==> config.mk <==
export PLATFORM = sky130hd
export DESIGN_NAME = writeback_forward_pipe_flat
export DESIGN_NICKNAME = d
export VERILOG_FILES = /design/src/rtl/writeback_forward_pipe_if.sv /design/src/rtl/writeback_forward_pipe.sv /design/src/flat_wrapper.sv
export SDC_FILE = /design/constraint.sdc
export NUM_CORES = 2
export LEC_CHECK = 0
export ABC_AREA = 1
export ABC_CLOCK_PERIOD_IN_PS = 22200
export BUFFER_PORTS_ARGS = -buffer_cell sky130_fd_sc_hd__buf_2
export CORE_AREA = 2 2 414 416
export CTS_BUF_LIST = sky130_fd_sc_hd__clkbuf_8
export DETAILED_ROUTE_END_ITERATION = 10
export DIE_AREA = 0 0 416 418
export PLACE_DENSITY = 0.57
export SLEW_MARGIN = 20
export SYNTH_ARGS = -nofsm -noshare
export SYNTH_HDL_FRONTEND = slang
export SYNTH_SLANG_ARGS = --single-unit
export TNS_END_PERCENT = 30
==> constraint.sdc <==
create_clock -name clk -period 22.2 [get_ports clk]
set_input_delay 1.11 -clock clk [delete_from_list [all_inputs] [get_ports clk]]
set_output_delay 1.11 -clock clk [all_outputs]
set_load 0.01 [all_outputs]
==> src/rtl/writeback_forward_pipe_if.sv <==
// Bus between the execution/operand-fetch side and the writeback/forwarding pipe.
// The master is the execution side; the slave is writeback_forward_pipe.
interface writeback_forward_pipe_if #(
  parameter int unsigned DATA_W = 128,
  parameter int unsigned ADDR_W = 7
);
  logic              stall;
  logic              resultValid;
  logic [ADDR_W-1:0] resultRT;
  logic [DATA_W-1:0] resultData;

  logic [ADDR_W-1:0] srcRA;
  logic [ADDR_W-1:0] srcRB;
  logic [ADDR_W-1:0] srcRC;
  logic [DATA_W-1:0] rfDataRA;
  logic [DATA_W-1:0] rfDataRB;
  logic [DATA_W-1:0] rfDataRC;

  logic [DATA_W-1:0] opDataRA;
  logic [DATA_W-1:0] opDataRB;
  logic [DATA_W-1:0] opDataRC;
  logic              opHitRA;
  logic              opHitRB;
  logic              opHitRC;

  logic              wbEnable;
  logic [ADDR_W-1:0] wbAddr;
  logic [DATA_W-1:0] wbData;
  logic [3:0]        inFlight;
  logic              dropError;

  modport master (
    output stall, resultValid, resultRT, resultData,
    output srcRA, srcRB, srcRC, rfDataRA, rfDataRB, rfDataRC,
    input  opDataRA, opDataRB, opDataRC, opHitRA, opHitRB, opHitRC,
    input  wbEnable, wbAddr, wbData, inFlight, dropError
  );

  modport slave (
    input  stall, resultValid, resultRT, resultData,
    input  srcRA, srcRB, srcRC, rfDataRA, rfDataRB, rfDataRC,
    output opDataRA, opDataRB, opDataRC, opHitRA, opHitRB, opHitRC,
    output wbEnable, wbAddr, wbData, inFlight, dropError
  );
endinterface

==> src/rtl/writeback_forward_pipe.sv <==
// Fixed-depth result writeback pipeline feeding the register file write port,
// with youngest-match forwarding of in-flight results onto the RA/RB/RC operand buses.
module writeback_forward_pipe #(
  parameter int unsigned DEPTH  = 6,
  parameter int unsigned DATA_W = 128,
  parameter int unsigned ADDR_W = 7
) (
  input  logic                   clk,
  input  logic                   reset,
  writeback_forward_pipe_if.slave bus
);
  localparam int unsigned NOPS = 3;

  // Index 0 is stage 1 (youngest), index DEPTH-1 is the last stage.
  logic              vld  [DEPTH];
  logic [ADDR_W-1:0] rt   [DEPTH];
  logic [DATA_W-1:0] data [DEPTH];
  logic              dropError;
  logic [3:0]        validCount;

  always_ff @(posedge clk or posedge reset) begin
    if (reset) begin
      for (int unsigned i = 0; i < DEPTH; i++) begin
        vld[i]  <= 1'b0;
        rt[i]   <= '0;
        data[i] <= '0;
      end
      dropError <= 1'b0;
    end else if (bus.stall) begin
      if (bus.resultValid) begin
        dropError <= 1'b1;
      end
    end else begin
      vld[0]  <= bus.resultValid;
      rt[0]   <= bus.resultRT;
      data[0] <= bus.resultData;
      for (int unsigned i = 1; i < DEPTH; i++) begin
        vld[i]  <= vld[i-1];
        rt[i]   <= rt[i-1];
        data[i] <= data[i-1];
      end
    end
  end

  always_comb begin
    validCount = '0;
    for (int unsigned i = 0; i < DEPTH; i++) begin
      validCount = validCount + 4'(vld[i]);
    end
  end

  logic [ADDR_W-1:0] src   [NOPS];
  logic [DATA_W-1:0] rfDat [NOPS];
  logic [DATA_W-1:0] opDat [NOPS];
  logic              opHit [NOPS];

  assign src[0]   = bus.srcRA;
  assign src[1]   = bus.srcRB;
  assign src[2]   = bus.srcRC;
  assign rfDat[0] = bus.rfDataRA;
  assign rfDat[1] = bus.rfDataRB;
  assign rfDat[2] = bus.rfDataRC;

  // Scan oldest to youngest so the youngest matching stage is the last to assign.
  always_comb begin
    for (int unsigned x = 0; x < NOPS; x++) begin
      opHit[x] = 1'b0;
      opDat[x] = rfDat[x];
      for (int unsigned j = 0; j < DEPTH; j++) begin
        if (vld[DEPTH-1-j] && (rt[DEPTH-1-j] == src[x])) begin
          opHit[x] = 1'b1;
          opDat[x] = data[DEPTH-1-j];
        end
      end
    end
  end

  assign bus.opDataRA  = opDat[0];
  assign bus.opDataRB  = opDat[1];
  assign bus.opDataRC  = opDat[2];
  assign bus.opHitRA   = opHit[0];
  assign bus.opHitRB   = opHit[1];
  assign bus.opHitRC   = opHit[2];

  assign bus.wbEnable  = vld[DEPTH-1] & ~bus.stall;
  assign bus.wbAddr    = rt[DEPTH-1];
  assign bus.wbData    = data[DEPTH-1];
  assign bus.inFlight  = validCount;
  assign bus.dropError = dropError;
endmodule

==> src/flat_wrapper.sv <==
// flat-port wrapper written by rule: the top's interface ports become plain ports
module writeback_forward_pipe_flat 
#(
  parameter int unsigned DEPTH  = 6,
  parameter int unsigned DATA_W = 128,
  parameter int unsigned ADDR_W = 7
)
  (clk, reset, bus_stall, bus_resultValid, bus_resultRT, bus_resultData, bus_srcRA, bus_srcRB, bus_srcRC, bus_rfDataRA, bus_rfDataRB, bus_rfDataRC, bus_opDataRA, bus_opDataRB, bus_opDataRC, bus_opHitRA, bus_opHitRB, bus_opHitRC, bus_wbEnable, bus_wbAddr, bus_wbData, bus_inFlight, bus_dropError);
  writeback_forward_pipe_if #(.DATA_W(DATA_W), .ADDR_W(ADDR_W)) bus_i ();
  input  logic clk;
  input  logic reset;
  input wire logic [$bits(bus_i.stall)-1:0] bus_stall;
  input wire logic [$bits(bus_i.resultValid)-1:0] bus_resultValid;
  input wire logic [$bits(bus_i.resultRT)-1:0] bus_resultRT;
  input wire logic [$bits(bus_i.resultData)-1:0] bus_resultData;
  input wire logic [$bits(bus_i.srcRA)-1:0] bus_srcRA;
  input wire logic [$bits(bus_i.srcRB)-1:0] bus_srcRB;
  input wire logic [$bits(bus_i.srcRC)-1:0] bus_srcRC;
  input wire logic [$bits(bus_i.rfDataRA)-1:0] bus_rfDataRA;
  input wire logic [$bits(bus_i.rfDataRB)-1:0] bus_rfDataRB;
  input wire logic [$bits(bus_i.rfDataRC)-1:0] bus_rfDataRC;
  output wire logic [$bits(bus_i.opDataRA)-1:0] bus_opDataRA;
  output wire logic [$bits(bus_i.opDataRB)-1:0] bus_opDataRB;
  output wire logic [$bits(bus_i.opDataRC)-1:0] bus_opDataRC;
  output wire logic [$bits(bus_i.opHitRA)-1:0] bus_opHitRA;
  output wire logic [$bits(bus_i.opHitRB)-1:0] bus_opHitRB;
  output wire logic [$bits(bus_i.opHitRC)-1:0] bus_opHitRC;
  output wire logic [$bits(bus_i.wbEnable)-1:0] bus_wbEnable;
  output wire logic [$bits(bus_i.wbAddr)-1:0] bus_wbAddr;
  output wire logic [$bits(bus_i.wbData)-1:0] bus_wbData;
  output wire logic [$bits(bus_i.inFlight)-1:0] bus_inFlight;
  output wire logic [$bits(bus_i.dropError)-1:0] bus_dropError;
  assign bus_i.stall = bus_stall;
  assign bus_i.resultValid = bus_resultValid;
  assign bus_i.resultRT = bus_resultRT;
  assign bus_i.resultData = bus_resultData;
  assign bus_i.srcRA = bus_srcRA;
  assign bus_i.srcRB = bus_srcRB;
  assign bus_i.srcRC = bus_srcRC;
  assign bus_i.rfDataRA = bus_rfDataRA;
  assign bus_i.rfDataRB = bus_rfDataRB;
  assign bus_i.rfDataRC = bus_rfDataRC;
  assign bus_opDataRA = bus_i.opDataRA;
  assign bus_opDataRB = bus_i.opDataRB;
  assign bus_opDataRC = bus_i.opDataRC;
  assign bus_opHitRA = bus_i.opHitRA;
  assign bus_opHitRB = bus_i.opHitRB;
  assign bus_opHitRC = bus_i.opHitRC;
  assign bus_wbEnable = bus_i.wbEnable;
  assign bus_wbAddr = bus_i.wbAddr;
  assign bus_wbData = bus_i.wbData;
  assign bus_inFlight = bus_i.inFlight;
  assign bus_dropError = bus_i.dropError;
  writeback_forward_pipe #(.DEPTH(DEPTH), .DATA_W(DATA_W), .ADDR_W(ADDR_W)) u_core (.clk(clk), .reset(reset), .bus(bus_i));
endmodule
### Yosys cells after proc, flatten, opt, wreduce, memory -nomap -nowiden

Cells that the tools add are included.
W data, S select, Z words.

* memories kept: 0
* ROM bits: 0
* latch bits: 0
* input port bits: 544
* output and inout port bits: 528
* bits in registers: 817
* RAM bits: 0

* shift-type cells: 0
* divide/modulo/power cells: 0
* reductions and logical operators: 19
* mux-type cells: 36
* bitwise gates (word level): 2
* add/sub/neg operators: 5
* eq/ne operators: 18
* multipliers: 0
* order comparisons: 0

Operators with widths (number)
* $mux W128: 18
* $eq A7 B7 Y1: 18
* $logic_and A1 B1 Y1: 18
* $mux W1: 18
* $add A4 B1 Y4: 4
* $add A1 B1 Y2: 1
* $reduce_and A2 Y1: 1
* $and A1 B1 Y1: 1
* $not A1 Y1: 1

### Logic depth before layout (Yosys ltp)

* depth in word-level cells: 8
* gate-level depth with buffers: 17
* depth with buffers taken out: 14

### Least setup slack after synthesis

Ideal clock, no wire load.

* path kind: input to output
* start: input port bus_srcRA[4]
* end: output port bus_opDataRA[101]
* arrival: 2.513 ns
* cell stages on the path: 9
* path slack: 18.577 ns
* path through: buf_4 > xnor2_1 > nand3_1 > nor3_4 > inv_2 > buf_6 > buf_4 > a21oi_1 > nand2_1

* longest elaborated chain between the ends: 8
* elaborated cells between the ends (all ways): 18
* classes of those cells: eq/ne: 6; mux: 6; reduce/logical: 6

Ends and longest elaborated chain
* start, declared: line flat_wrapper.sv:16 `input wire logic [$bits(bus_i.srcRA)-1:0] bus_srcRA;`
* $eq A7 B7 Y1: line writeback_forward_pipe.sv:70 `if (vld[DEPTH-1-j] && (rt[DEPTH-1-j] == src[x])) begin`
* $logic_and A1 B1 Y1: line writeback_forward_pipe.sv:70
* $mux W128 (5 in series): line writeback_forward_pipe.sv:70
* $mux W128 (*): line writeback_forward_pipe.sv:70
* end, declared: line flat_wrapper.sv:22 `output wire logic [$bits(bus_i.opDataRA)-1:0] bus_opDataRA;`

Every way passes the cells marked *; elsewhere a longest branch is shown, timed or not.

### Worst setup path in the final report

* start: register u_core.rt[35] (netlist bit)
* end: output port bus_opDataRB[6]

* longest elaborated chain between the ends: 3

Ends and longest elaborated chain
* start, declared: line writeback_forward_pipe.sv:16 `logic [ADDR_W-1:0] rt [DEPTH];`
* start signal, assigned by index: line writeback_forward_pipe.sv:39 `rt[i] <= rt[i-1];`
* $eq A7 B7 Y1: line writeback_forward_pipe.sv:70
* $logic_and A1 B1 Y1: line writeback_forward_pipe.sv:70
* $mux W128: line writeback_forward_pipe.sv:70
* end, declared: line flat_wrapper.sv:23 `output wire logic [$bits(bus_i.opDataRB)-1:0] bus_opDataRB;`

Every way passes these cells.

==> flow_metrics.py <==
metrics = {
    "run": {
        "drv_cap": 0,
    },
    "placement": {
        "io_buffer_count": 1070,
        "gp_congestion": 1.00,
        "dp_hpwl_um": 209000,
    },
    "cts": {
        "clkLatencyLatePin_ns": 0.95,
        "cts_resized": 0,
        "post_cts_buffers": 0,
        "cts_hold_buffers": 0,
        "cts_tree": "done",
        "cts_root_buffer": "clkbuf_8",
        "htree_levels": 4,
        "numCtsBuffers": 166,
        "clock_path_buffers": 3,
        "clock_sinks": 817,
        "path_clk_slew_ns": 0.07,
    },
    "timing": {
        "tightest_slew_ns": 1.24,
        "final_max_slew_viol_count": 0,
        "final-setup-viol-count": 0,
        "period_share": 0.319,
        "slew_headroom": 0.171,
        "fmax_mhz": 141,
        "hold_viol": 0,
        "worst_clock_skew_ns": 0.0528,
        "fin_crit_ns": 7.08,
        "finalSetupTns_ns": 0,
        "rsz0062_at_grt": "false",
    },
    "power": {
        "fin_total_pwr_mw": 4.67,
        "powerDensity_nw_per_um2": 69.8,
        "p_leak_nw": 36.2,
        "ir_drop_uv": 59.0,
    },
    "routing": {
        "first_pass_iters": 6,
        "wl_um": 318000,
        "avgRoutedWirePerCell_um": 25.6,
        "ant_nets": 0,
        "route.detailed.drc": 0,
        "vias": 69300,
        "routed_via_density": 5.59,
        "initialDrtViolationCount": 9064,
    },
    "yosys": {
        "synth_largest_area_cell": "dfrtp_1",
        "synth_area_per_cell_um2": 6.12,
        "syn-cell-area_um2": 58400,
        "seq_area_frac_synth": 0.350,
        "synth-warning-count": 0,
        "syn_nets": 10100,
        "synth_top_area_frac": 0.350,
        "syn_inst": 9541,
        "synth_seq_cells": 817,
        "synthDistinctLibCells": 39,
        "synth_area_leaders": "dfrtp_1, nand2_1, a21oi_1, nor2_1, nand3_1",
    },
    "worst_setup_path": {
        "rr_worst_depth": 2,
        "cp_num_buf_inv": 4,
        "crit_top_cell": "nand2_1",
        "end_kind": "output port",
        "crit_arrival_ns": 5.97,
        "critical-path-top-delay-family": "simple AND/OR/NAND/NOR gates",
        "critical_path.max_stage_delay_ns": 0.87,
        "cp_data_required_time_ns": 21.09,
        "critical_path_class": "reg2out",
        "start_kind": "register",
        "slowest_stage": "buf_4",
        "cp.depth": 12,
        "cp_max_fo": 76,
        "path_cells": "inv_1 -> nand2_1 -> nand2_1 -> nor4_1 -> nand2_4 -> buf_4 -> nand2_8 -> buf_4 -> nor2_1 -> nand2_1 -> nand3_1 -> buf_2",
    },
    "grt": {
        "grt_overflow": 0,
        "grt_max_degree": 242,
        "grt_pass1_vias": 65100,
        "grt_pass1_wl_um": 452000,
        "antenna_found_initial": 51,
        "grtUsageTotal": 0.351,
    },
    "cells_and_area": {
        "drive_gt1_frac": 0.146,
        "final_cell_mix": "nand2_1, nor2_1, buf_2",
        "area_growth_syn_to_layout_pct": 14.5,
        "fill_cells": 18600,
        "multiInputGateArea_um2": 31100,
        "final_common_cell": "nand2_1",
        "layout.nets": 10600,
        "register_area_um2": 20400,
    },
    "outcome": {
        "outcome": "finished clean",
    },
    "floorplan": {
        "start_util": 0.345,
        "design.core.area_um2": 169000,
        "io_pins": 1072,
        "die_x_um": 416,
        "num_rows": 151,
        "die_y_um": 418,
        "die_area_um2": 174000,
    },
    "worst_hold_path": {
        "holdCritPathClass": "in2async",
    },
}
[worst register-to-register path, delay by kind of cell (launching register included)]
kind | cells | cell delay (ns)
DFF | 1 | 0.56
AOI/OAI and AO/OA | 1 | 0.23
buffers and inverters | 1 | 0.30
[state kept, by name (all words and copies together) (netlist names)]
register and cells:
u_core.bus.dropError 1, u_core.bus.wbAddr 7, u_core.bus.wbData 128, u_core.data 640, u_core.vld 6, u_core.rt 35
[synthesized netlist by cell type]
library cell	count
nor4_1	4
inv_2	16
xor2_1	10
nor3_1	6
nor2_4	2
ha_1	1
and2_0	1
clkbuf_1	296
nand3_1	919
nand4_1	12
fa_1	3
nand2_2	2
buf_6	12
inv_1	709
buf_4	171
clkbuf_2	9
conb_1	1
buf_1	51
buf_2	315
nor2_1	1384
and3_1	2
nand3b_1	3
nor3_2	2
xnor2_1	17
o21ai_0	582
o22ai_1	6
a21o_1	1
nor2_2	4
nor3_4	1
inv_4	1
clkinv_1	1
a31oi_1	126
o21ai_1	82
mux2_2	13
o211ai_1	3
dfrtp_1	817
nor3b_1	1
nand2_1	2894
a21oi_1	1061
[worst paths after layout]
kind / from / endpoint / slack (ns)
setup / recovery: u_core.rt[35] / bus_opDataRB[6] / 15.12
hold / removal: reset / u_core.data[633] / 0.31
setup reg to reg: u_core.rt[10] / u_core.bus.wbAddr[3] / 21.03
hold reg to reg: u_core.bus.dropError / u_core.bus.dropError / 0.46
max in group asynchronous: reset / u_core.bus.wbData[58] / 17.85
min in group clk: bus_resultData[32] / u_core.data[672] / 0.40
[logic make-up (layout without fill, tap and decap cells)]
| group | Yosys count | after routing | synth area share |
|---|---|---|---|
| mux | 13 | 13 | 0.00251 |
| flops | 817 | 817 | 0.350 |
| buf+inv | 1581 | 2185 | 0.121 |
| xor+xnor | 27 | 27 | 0.00405 |
| compound gates | 1861 | 1861 | 0.162 |
| other cells | 1 | 38 | 0.0000642 |
| simple gates | 5237 | 5237 | 0.358 |
| fa+ha+maj | 4 | 4 | 0.00124 |
[where the power goes]
group / internal (mW) / switching, mW / total, mW
registers: 1.68 / 0.251 / 1.93
clock network: 0.908 / 0.775 / 1.68
logic: 0.315 / 0.738 / 1.05
[layout make-up]
cell class / count / area share
Sequential cell: 817 / 0.306
Tap cell: 2218 / 0.0415
Timing Repair Buffer: 1172 / 0.0942
Clock buffer: 210 / 0.0432
Clock inverter: 76 / 0.00779
Inverter: 727 / 0.0415
Multi-Input combinational cell: 7143 / 0.465
Antenna cell: 37 / 0.00138
[routing by layer]
metal	routed length, um	share of wire	global-route usage
met5	116	0.00036	0
met4	26400	0.083	0.270
met3	30400	0.096	0.0736
met2	139000	0.44	0.533
met1	122000	0.38	0.435
[metrics by stage]
stage | hold WS (ns) | instance area [um2] | setup WS, ns | util | cells
floorplan | 0.453 | 58400 | 9.87 | - | 9541
global placement | 0.437 | 63200 | 15.53 | 0.374 | 12100
detailed placement | 0.444 | 63300 | 15.48 | 0.374 | 12100
CTS | 0.250 | 66700 | 15.21 | 0.395 | 12400
global route | 0.312 | 66800 | 14.99 | 0.395 | 12400
finish | 0.308 | 66900 | 15.12 | 0.395 | 12400
Note: power is estimated with default switching activity, not from simulation.
